`src/rtl/ws_column_seq_if.sv`:
```
// ws_column_seq_if: job control, weight-source, activation handshake and PE-column
// control signals of one weight-stationary column sequencer.
interface ws_column_seq_if #(
    parameter int OP_WIDTH   = 8,
    parameter int CTRL_WIDTH = 9,
    parameter int ADDR_WIDTH = 10,
    parameter int NUM_PE     = 4
);
    logic [ADDR_WIDTH:0]   cfg_num_weights;
    logic [15:0]           cfg_num_passes;
    logic                  start;
    logic                  busy;
    logic                  done;
    logic                  w_valid;
    logic                  w_ready;
    logic [OP_WIDTH-1:0]   w_data;
    logic [NUM_PE-1:0]     wctrl;
    logic [OP_WIDTH-1:0]   weight;
    logic                  iact_valid;
    logic                  iact_ready;
    logic [CTRL_WIDTH-1:0] ctrl;
    logic                  psum_valid;

    modport master (
        output cfg_num_weights, cfg_num_passes, start, w_valid, w_data, iact_valid,
        input  busy, done, w_ready, wctrl, weight, iact_ready, ctrl, psum_valid
    );

    modport slave (
        input  cfg_num_weights, cfg_num_passes, start, w_valid, w_data, iact_valid,
        output busy, done, w_ready, wctrl, weight, iact_ready, ctrl, psum_valid
    );
endinterface

```
`src/rtl/ws_column_seq.sv`:
```
// ws_column_seq: loads a weight set into each PE of a column, runs the programmed
// compute passes paced by the activation stream, drains the MAC pipe and signals done.
module ws_column_seq #(
    parameter int OP_WIDTH   = 8,
    parameter int CTRL_WIDTH = 9,
    parameter int ADDR_WIDTH = 10,
    parameter int NUM_PE     = 4,
    parameter int MAC_LAT    = 2
) (
    input  logic           clk,
    input  logic           rst_n,
    ws_column_seq_if.slave bus
);
    localparam int PE_W = NUM_PE > 1 ? $clog2(NUM_PE) : 1;

    typedef enum logic [2:0] {IDLE, LOAD, COMPUTE, DRAIN, DONE} state_t;

    state_t                state, next;
    logic [ADDR_WIDTH:0]   num_weights;
    logic [15:0]           num_passes;
    logic [15:0]           pass_cnt;
    logic [ADDR_WIDTH-1:0] w_cnt;
    logic [ADDR_WIDTH-1:0] k_cnt;
    logic [PE_W-1:0]       pe_idx;
    logic [MAC_LAT-1:0]    pipe;
    logic                  w_beat, i_beat, w_last, k_last, pe_last, pass_last;

    assign w_beat    = bus.w_valid && state == LOAD;
    assign i_beat    = bus.iact_valid && state == COMPUTE;
    assign w_last    = {1'b0, w_cnt} == num_weights - (ADDR_WIDTH + 1)'(1);
    assign k_last    = {1'b0, k_cnt} == num_weights - (ADDR_WIDTH + 1)'(1);
    assign pe_last   = pe_idx == PE_W'(NUM_PE - 1);
    assign pass_last = pass_cnt == num_passes - 16'd1;

    assign bus.busy       = state != IDLE;
    assign bus.done       = state == DONE;
    assign bus.w_ready    = state == LOAD;
    assign bus.iact_ready = state == COMPUTE;
    assign bus.ctrl       = CTRL_WIDTH'({i_beat && k_last, 6'b0, i_beat});
    assign bus.psum_valid = pipe[MAC_LAT-1];

    always_comb begin
        next = state;
        case (state)
            IDLE:    if (bus.start) next = bus.cfg_num_weights == '0 ? DONE : LOAD;
            LOAD:    if (w_beat && w_last && pe_last) next = num_passes == '0 ? DONE : COMPUTE;
            COMPUTE: if (i_beat && k_last && pass_last) next = DRAIN;
            DRAIN:   if (pipe == '0) next = DONE;
            default: next = IDLE;
        endcase
    end

    always_ff @(posedge clk or negedge rst_n) begin
        if (!rst_n) begin
            state       <= IDLE;
            num_weights <= '0;
            num_passes  <= '0;
            pass_cnt    <= '0;
            w_cnt       <= '0;
            k_cnt       <= '0;
            pe_idx      <= '0;
            pipe        <= '0;
            bus.wctrl   <= '0;
            bus.weight  <= {OP_WIDTH{1'b0}};
        end else begin
            state     <= next;
            pipe      <= MAC_LAT'({pipe, i_beat});
            bus.wctrl <= w_beat ? NUM_PE'(1) << pe_idx : '0;
            if (w_beat) bus.weight <= bus.w_data;
            if (state == IDLE && bus.start) begin
                num_weights <= bus.cfg_num_weights;
                num_passes  <= bus.cfg_num_passes;
                pass_cnt    <= '0;
                w_cnt       <= '0;
                k_cnt       <= '0;
                pe_idx      <= '0;
            end
            if (w_beat) begin
                w_cnt <= w_last ? '0 : w_cnt + ADDR_WIDTH'(1);
                if (w_last) pe_idx <= pe_last ? '0 : pe_idx + PE_W'(1);
            end
            // read_reset beat rewinds the PE read pointers and closes one pass
            if (i_beat) begin
                k_cnt <= k_last ? '0 : k_cnt + ADDR_WIDTH'(1);
                if (k_last) pass_cnt <= pass_cnt + 16'd1;
            end
        end
    end
endmodule

```
`src/flat_wrapper.sv`:
```
// flat-port wrapper written by rule: the top's interface ports become plain ports
module ws_column_seq_flat 
#(
    parameter int OP_WIDTH   = 8,
    parameter int CTRL_WIDTH = 9,
    parameter int ADDR_WIDTH = 10,
    parameter int NUM_PE     = 4,
    parameter int MAC_LAT    = 2
)
  (clk, rst_n, bus_cfg_num_weights, bus_cfg_num_passes, bus_start, bus_w_valid, bus_w_data, bus_iact_valid, bus_busy, bus_done, bus_w_ready, bus_wctrl, bus_weight, bus_iact_ready, bus_ctrl, bus_psum_valid);
  ws_column_seq_if #(.OP_WIDTH(OP_WIDTH), .CTRL_WIDTH(CTRL_WIDTH), .ADDR_WIDTH(ADDR_WIDTH), .NUM_PE(NUM_PE)) bus_i ();
  input  logic clk;
  input  logic rst_n;
  input wire logic [$bits(bus_i.cfg_num_weights)-1:0] bus_cfg_num_weights;
  input wire logic [$bits(bus_i.cfg_num_passes)-1:0] bus_cfg_num_passes;
  input wire logic [$bits(bus_i.start)-1:0] bus_start;
  input wire logic [$bits(bus_i.w_valid)-1:0] bus_w_valid;
  input wire logic [$bits(bus_i.w_data)-1:0] bus_w_data;
  input wire logic [$bits(bus_i.iact_valid)-1:0] bus_iact_valid;
  output wire logic [$bits(bus_i.busy)-1:0] bus_busy;
  output wire logic [$bits(bus_i.done)-1:0] bus_done;
  output wire logic [$bits(bus_i.w_ready)-1:0] bus_w_ready;
  output wire logic [$bits(bus_i.wctrl)-1:0] bus_wctrl;
  output wire logic [$bits(bus_i.weight)-1:0] bus_weight;
  output wire logic [$bits(bus_i.iact_ready)-1:0] bus_iact_ready;
  output wire logic [$bits(bus_i.ctrl)-1:0] bus_ctrl;
  output wire logic [$bits(bus_i.psum_valid)-1:0] bus_psum_valid;
  assign bus_i.cfg_num_weights = bus_cfg_num_weights;
  assign bus_i.cfg_num_passes = bus_cfg_num_passes;
  assign bus_i.start = bus_start;
  assign bus_i.w_valid = bus_w_valid;
  assign bus_i.w_data = bus_w_data;
  assign bus_i.iact_valid = bus_iact_valid;
  assign bus_busy = bus_i.busy;
  assign bus_done = bus_i.done;
  assign bus_w_ready = bus_i.w_ready;
  assign bus_wctrl = bus_i.wctrl;
  assign bus_weight = bus_i.weight;
  assign bus_iact_ready = bus_i.iact_ready;
  assign bus_ctrl = bus_i.ctrl;
  assign bus_psum_valid = bus_i.psum_valid;
  ws_column_seq #(.OP_WIDTH(OP_WIDTH), .CTRL_WIDTH(CTRL_WIDTH), .ADDR_WIDTH(ADDR_WIDTH), .NUM_PE(NUM_PE), .MAC_LAT(MAC_LAT)) u_core (.clk(clk), .rst_n(rst_n), .bus(bus_i));
endmodule
```
`config.mk`:
```
export PLATFORM = sky130hd
export DESIGN_NAME = ws_column_seq_flat
export DESIGN_NICKNAME = d
export VERILOG_FILES = /design/src/rtl/ws_column_seq_if.sv /design/src/rtl/ws_column_seq.sv /design/src/flat_wrapper.sv
export SDC_FILE = /design/constraint.sdc
export NUM_CORES = 1
export LEC_CHECK = 0
export ABC_AREA = 1
export ABC_CLOCK_PERIOD_IN_PS = 4100
export BUFFER_PORTS_ARGS = -buffer_cell sky130_fd_sc_hd__buf_2
export CORE_MARGIN = 4
export CORE_UTILIZATION = 60
export CTS_BUF_LIST = sky130_fd_sc_hd__clkbuf_2 sky130_fd_sc_hd__clkbuf_4 sky130_fd_sc_hd__clkbuf_8
export DETAILED_ROUTE_END_ITERATION = 8
export MAX_ROUTING_LAYER = met4
export PLACE_DENSITY = 0.82
export REMOVE_ABC_BUFFERS = 1
export SLEW_MARGIN = 20
export SYNTH_ARGS = -nofsm -noshare
export SYNTH_HDL_FRONTEND = slang
export SYNTH_SLANG_ARGS = --single-unit
```
`constraint.sdc`:
```
create_clock -name clk -period 4.1 [get_ports clk]
set_input_delay 0.82 -clock clk [delete_from_list [all_inputs] [get_ports clk]]
set_output_delay 0.82 -clock clk [all_outputs]
set_load 0.03 [all_outputs]
```
==> run_results.csv, run 1 <==
group,metric,value,unit
logic_synthesis,synth_area_leader_cell,"dfrtp_1",
critical_path,crit_path_end_kind,"output port",
timing,setup_violations,0,
logic_synthesis,synth.area.top_cells,"dfrtp_1 39%, nand2_1 13%, nand3_1 6.5%",
clock_network,cts_tree,"built",
logic_synthesis,async_flop_share,100,%
timing,finalCritPeriodShare,82.2,%
final_layout,area_delta_synth_final,11.4,%
worst_hold_path,hp-class,"reg2reg",
power,seqPwrFrac,35.9,%
drt,vias,4848,
logic_synthesis,ys_seq_elements,82,
drt,drt-total-wl,12800,um
critical_path,max_stage_delay,0.43,ns
critical_path,cp_slowest_cell,"dfrtp_1",
timing,slew_viol_final,0,
logic_synthesis,yosysWarnings,0,
clock_network,clock_path_buffers,2,
timing,fmax,297,MHz
timing,layout_min_cycle_time,3.37,ns
critical_path,reg2regPathDepth,8,
drt,drtAntennaViolNets,0,
clock_network,clock_sinks,82,
logic_synthesis,yosysSeqAreaShare,39.2,%
timing,finalHoldViolCount,0,
logic_synthesis,yosys_most_used_dff,"dfrtp_1",
final_layout,nets,826,
critical_path,path_delay_family,"simple AND/OR/NAND/NOR gates",
logic_synthesis,synth_cell_types,39,
critical_path,rrSetupSlack,1.51,ns
timing,skew,0.0112,ns
timing,rsz0062_at_grt,"false",
critical_path,start_kind,"flop",
worst_hold_path,min_to,"u_core.pipe[1]",
critical_path,worst_r2r_endpoint,"u_core.state[1]",
floorplan,die_y,101,um
global_routing,grt_pass1_vias,4763,
critical_path,critPathKind,"reg2out",
floorplan,dieWidth,101,um
drt,wire_per_inst,14.5,um
clock_network,cts_buffers,9,
logic_synthesis,synth-edff-count,0,
power,ir_worst_vdd,0.443,mV
place,gp_congestion,0.991,
status,status,"complete, no violations",
clock_network,clk_latency,0.36,ns
timing,maxSlewHeadroom,49.1,%
power,switchingPower,1480,uW
global_routing,grt_max_degree,83,
power,p_leak,0.00290,uW
logic_synthesis,synth_top_area_share,39.2,%
clock_network,post_cts_buffers,0,
critical_path,cp_cell_sequence,"inv_2 > ha_1 > nand2_2 > nor2_2 > nand3_1 > nand2_1 > nand2_1 > nand2_2 > nand3_2 > nor2_4 > nand2_4 > nor2_8 > buf_2",
global_routing,grt_pass1_wl,21800,um
power,clock_power_share,21.5,%
clock_network,cts_root_buf,"clkbuf_8",
logic_synthesis,syn_area,0.00524,mm^2
critical_path,required,3.28,ns
timing,fin_ws,0.731,ns
logic_synthesis,synth_common_cells,"181 x nand2_1, 90 x nor2_1, 83 x inv_1, 82 x dfrtp_1, 68 x nand3_1",
clock_network,ctsResizeCount,0,
floorplan,start_util,62.8,%
worst_hold_path,worstHoldStart,"u_core.pipe[0]",
critical_path,crit_buf_inv,2,
critical_path,critPathArrivalTime,2.55,ns
power,swShare,44.0,%
logic_synthesis,syn_inst,722,
clock_network,ctsHtreeMaxLevel,3,
logic_synthesis,synth_most_common_cell,"nand2_1",
run,drv_cap,0,
floorplan,core,0.00834,mm^2
place,dp_slack,1.13,ns
critical_path,path_max_fanout,7,
floorplan,pin_count,66,
place,io_buffers,58,
drt,drt_iter0_drc,332,
power,p_per_area,578,mW/mm^2
drt,drc_errors,0,
place,hpwlAfterDp,9680,um
global_routing,track_usage,27.5,%
final_layout,antenna_cells,0,
logic_synthesis,syn_area_per_cell,7.25,um^2
final_layout,nFillCells,718,
timing,tns,0,ns
power,p_comb_share,42.7,%
clock_network,clkTransAtPathRegs,0.09,ns
power,p_int,1880,uW
final_layout,final_layout_size_suffix_gt1_share,13.6,%
clock_network,cts_hold_buf,0,
final_layout,multi_input_area,0.00278,mm^2
final_layout,seq_area,0.00205,mm^2
drt,vias_per_cell,5.47,
worst_hold_path,hold_depth,0,
floorplan,std_cell_rows,33,
drt,dr.pass1.iters,7,
timing,tightest_slew,0.763,ns
critical_path,timing.rr.start,"u_core.state[2]",
global_routing,gr-total-overflow,0,
global_routing,grt_antenna_before_repair,0,
floorplan,die_area,0.0103,mm^2
==> worst max path at each step <==
stage                          start  cells past startpoint         endpoint  slack (ns)
2_1_floorplan              bus_start                      5  u_core.k_cnt[5]        1.23
3_3_place_gp   u_core.num_weights[0]                     13      bus_ctrl[7]        1.20
3_5_place_dp   u_core.num_weights[0]                     13      bus_ctrl[7]        1.13
4_1_cts        u_core.num_weights[0]                     13      bus_ctrl[7]        0.73
5_1_grt        u_core.num_weights[0]                     13      bus_ctrl[7]        0.50
6_report       u_core.num_weights[0]                     13      bus_ctrl[7]        0.73
==> cell type report <==
cell class | instances | area share (%)
clock inverter | 6 | 1.97
sequential | 82 | 35.2
multi-input combinational | 541 | 47.7
tap | 105 | 2.25
inverter | 84 | 5.41
clock buffer | 10 | 2.25
timing repair buffer | 59 | 5.22
==> flip-flops by register name, summed over array words and instances (netlist names) <==
register / count
u_core.bus.wctrl: 4
u_core.pipe: 2
u_core.num_weights: 11
u_core.pass_cnt: 16
u_core.bus.weight: 8
u_core.w_cnt: 10
u_core.pe_idx: 2
u_core.k_cnt: 10
u_core.num_passes: 16
u_core.state: 3
==> cells in the final DEF, fill, tap and decap left out, types with 2 or more instances in the layout <==
master,count
ha_1,9
xnor2_1,6
o21ai_1,3
nor3_1,11
nor4_1,4
nand4_1,12
dfrtp_1,82
nand3_1,68
nand3_2,2
nand2_1,180
nor2_4,3
clkbuf_8,9
xnor3_1,2
xor2_1,32
o21ai_0,26
mux2_2,3
o22ai_1,18
buf_2,57
inv_1,83
bufinv_16,3
nor2_2,3
nor2_1,90
conb_1,7
clkinv_4,2
a21boi_0,2
a21oi_1,33
o31ai_1,2
nor3_2,2
nand2_2,14
==> worst register-to-register path: cells and delay by family (launching register included) <==
| family | cells | cell delay (ns) |
|---|---|---|
| AOI/OAI and AO/OA | 1 | 0.24 |
| buffers and inverters | 1 | 0.43 |
| DFF | 1 | 0.45 |
| and+or+nand+nor | 6 | 1.36 |
==> power groups by stage <==
stage | clock network (uW) | logic (uW) | registers, uW
floorplan | 0 | 1000 | 1260
global placement | 0 | 1380 | 1210
detailed placement | 0 | 1420 | 1220
CTS | 734 | 1430 | 1200
global route | 772 | 1620 | 1240
finish | 723 | 1440 | 1210
==> per-layer routing <==
| layer | routed length [um] | track usage (%) |
|---|---|---|
| met1 | 5340 | 32.7 |
| met4 | 384 | 11.7 |
| met2 | 6540 | 45.9 |
| met3 | 556 | 4.82 |
| met5 | 0 | - |
==> per-stage QoR <==
stage | cells | util [%] | cell area [um^2] | hold WS, ns | power [uW]
floorplan | 707 | - | 5140 | 0.349 | 2260
global placement | 871 | 66.9 | 5580 | 0.366 | 2580
detailed placement | 871 | 66.9 | 5580 | 0.365 | 2640
CTS | 887 | 69.8 | 5830 | 0.387 | 3370
global route | 887 | 69.9 | 5830 | 0.400 | 3630
finish | 887 | 69.9 | 5830 | 0.387 | 3370
==> logic make-up after synthesis <==
group	Yosys count	share of synthesized area (%)
compound gates	87	9.13
xor+xnor	40	7.22
fa+ha+maj	9	2.15
buf+inv	105	8.17
flops	82	39.2
mux	4	0.836
other cells	1	0.0716
simple gates	394	33.2
No activity file was read; power rests on OpenSTA's default activity.
==> inputs of run 2 (changes only) <==
--- a/config.mk
+++ b/config.mk
@@ -6,7 +6,7 @@
 export NUM_CORES = 1
 export LEC_CHECK = 0
 export ABC_AREA = 1
-export ABC_CLOCK_PERIOD_IN_PS = 4100
+export ABC_CLOCK_PERIOD_IN_PS = 3300
 export BUFFER_PORTS_ARGS = -buffer_cell sky130_fd_sc_hd__buf_2
 export CORE_MARGIN = 4
 export CORE_UTILIZATION = 60
==> constraint.sdc (replaced) <==
create_clock -name clk -period 3.3 [get_ports clk]
set_input_delay 0.66 -clock clk [delete_from_list [all_inputs] [get_ports clk]]
set_output_delay 0.66 -clock clk [all_outputs]
set_load 0.03 [all_outputs]
==> run_results.csv, run 2 (synthesized netlist as in run 1, its figures left out) <==
group,metric,value,unit
drt,dr.pass1.iters,5,
final_layout,final_common_cell,"nand2_1",
place,hpwlAfterDp,9840,um
power,p_comb_share,43.7,%
global_routing,gr-total-overflow,0,
critical_path,critPathKind,"reg2out",
floorplan,die_y,101,um
global_routing,grt_max_degree,83,
clock_network,cts_buffers,9,
place,io_buffers,58,
timing,tns,0,ns
floorplan,dieWidth,101,um
final_layout,fin_area,0.00588,mm^2
critical_path,rrSetupSlack,0.86,ns
final_layout,seq_area,0.00205,mm^2
clock_network,ctsHtreeMaxLevel,3,
timing,layout_min_cycle_time,3.07,ns
timing,skew,0.0177,ns
drt,vias,4955,
clock_network,clock_sinks,82,
floorplan,core,0.00834,mm^2
timing,timing.hold.ws,0.277,ns
drt,drt_iter0_drc,267,
power,p_int,2330,uW
critical_path,path_max_fanout,6,
global_routing,grt_antenna_before_repair,0,
clock_network,clkTransAtPathRegs,0.09,ns
worst_hold_path,hp-class,"in2async",
power,finalPower,4180,uW
power,ir_worst_vdd,0.575,mV
final_layout,top_regs,"u_core.num_passes: 16 flops, u_core.pass_cnt: 16 flops, u_core.num_weights: 11 flops",
power,swShare,44.3,%
place,place_area,0.00560,mm^2
timing,setup_violations,0,
critical_path,required,2.64,ns
run,drv_cap,0,
floorplan,pin_count,66,
final_layout,nets,832,
timing,tightest_slew,0.761,ns
clock_network,cts_root_buf,"clkbuf_8",
timing,maxSlewHeadroom,49.3,%
drt,vias_per_cell,5.55,
global_routing,grt_pass1_vias,4934,
critical_path,reg2regPathDepth,13,
final_layout,multi_input_area,0.00279,mm^2
timing,finalCritPeriodShare,93.1,%
final_layout,nFillCells,709,
critical_path,cp_cell_sequence,"inv_2 > ha_4 > nand2_2 > nor2_2 > nand3_1 > nand2_1 > nand2_1 > nand2_2 > nand3_2 > nor2_4 > nand2_4 > nor2_8 > clkbuf_4",
critical_path,cp_slowest_cell,"dfrtp_1",
final_layout,antenna_cells,0,
place,gp_congestion,1.00,
timing,rsz0062_at_grt,"false",
final_layout,layout_common_cells,"180 x nand2_1, 90 x nor2_1, 83 x inv_1, 82 x dfrtp_1, 68 x nand3_1",
global_routing,grt_pass1_wl,22100,um
critical_path,crit_path_end_kind,"output port",
power,p_leak,0.00293,uW
final_layout,area_delta_synth_final,12.3,%
critical_path,worst_r2r_endpoint,"u_core.pass_cnt[15]",
final_layout,final_layout_size_suffix_gt1_share,14.3,%
floorplan,start_util,62.8,%
final_layout,final_core_util,70.5,%
floorplan,std_cell_rows,33,
status,status,"complete, no violations",
critical_path,max_stage_delay,0.43,ns
critical_path,start_kind,"flop",
drt,wire_per_inst,14.5,um
floorplan,die_area,0.0103,mm^2
drt,drc_errors,0,
timing,fmax,326,MHz
global_routing,track_usage,28.0,%
power,clock_power_share,20.4,%
clock_network,clk_latency,0.37,ns
drt,drt-total-wl,13000,um
power,p_per_area,711,mW/mm^2
clock_network,cts_tree,"built",
drt,drtAntennaViolNets,0,
timing,finalHoldViolCount,0,
critical_path,timing.rr.start,"u_core.num_weights[0]",
critical_path,crit_buf_inv,2,
power,switchingPower,1850,uW
clock_network,clock_path_buffers,2,
timing,slew_viol_final,0,
critical_path,critPathArrivalTime,2.41,ns
clock_network,cts_hold_buf,0,
critical_path,path_delay_family,"simple AND/OR/NAND/NOR gates",
power,seqPwrFrac,35.9,%
[run 2: layout make-up]
type,count,share of cell area [%]
clock buffer,11,2.57
clock inverter,5,1.47
inverter,84,5.36
multi-input combinational,541,47.5
sequential,82,34.9
tap,105,2.23
timing repair buffer,65,5.98
[run 2: power by group through the flow]
stage                     clock network (uW)  registers [uW]  logic, uW
after CTS                                868            1490       1810
after detailed placement                   0            1520       1790
final                                    854            1500       1830
after global routing                     917            1540       2060
after global placement                     0            1500       1730
after floorplan                            0            1560       1240
[run 2: routing by layer]
metal	GRT usage (%)	wire, um	share of wire [%]
met4	14.0	578	4.4
met2	46.5	6550	50
met1	32.8	5220	40
met3	4.48	641	4.9
met5	-	0	0
[run 2: worst max path at each step]
stage / start / endpoint / slack, ns / cells after the start
2_1_floorplan: u_core.state[2] / u_core.state[1] / 0.57 / 8
3_3_place_gp: u_core.num_weights[0] / bus_ctrl[7] / 0.56 / 13
3_5_place_dp: u_core.num_weights[0] / bus_ctrl[7] / 0.47 / 13
4_1_cts: u_core.num_weights[0] / bus_ctrl[7] / 0.06 / 13
5_1_grt: u_core.num_weights[0] / bus_ctrl[7] / 0.02 / 13
6_report: u_core.num_weights[0] / bus_ctrl[7] / 0.23 / 13
[run 2: worst reg2reg max path: stages, from the launching register on]
cell and delay (ns):
dfrtp_1 0.43, inv_2 0.13, ha_4 0.20, inv_1 0.05
nand2_1 0.09, nand2_1 0.08, nand2_1 0.08, nand2_1 0.05
nor3b_1 0.19, nand2_1 0.09, nor3_2 0.60, o21ai_0 0.17
nand2_1 0.09, nand2_1 0.06
[run 2: timing repair]
action / in CTS / in global routing
resized for setup: 0 / 3
setup endpoints to repair: 0 / 1
buffers inserted: 0 / 3
[run 2: through the flow]
stage | setup WS (ns) | cells
2_1_floorplan | 0.569 | 707
3_3_place_gp | 0.562 | 874
3_5_place_dp | 0.467 | 874
4_1_cts | 0.0625 | 890
5_1_grt | 0.0248 | 893
6_report | 0.228 | 893
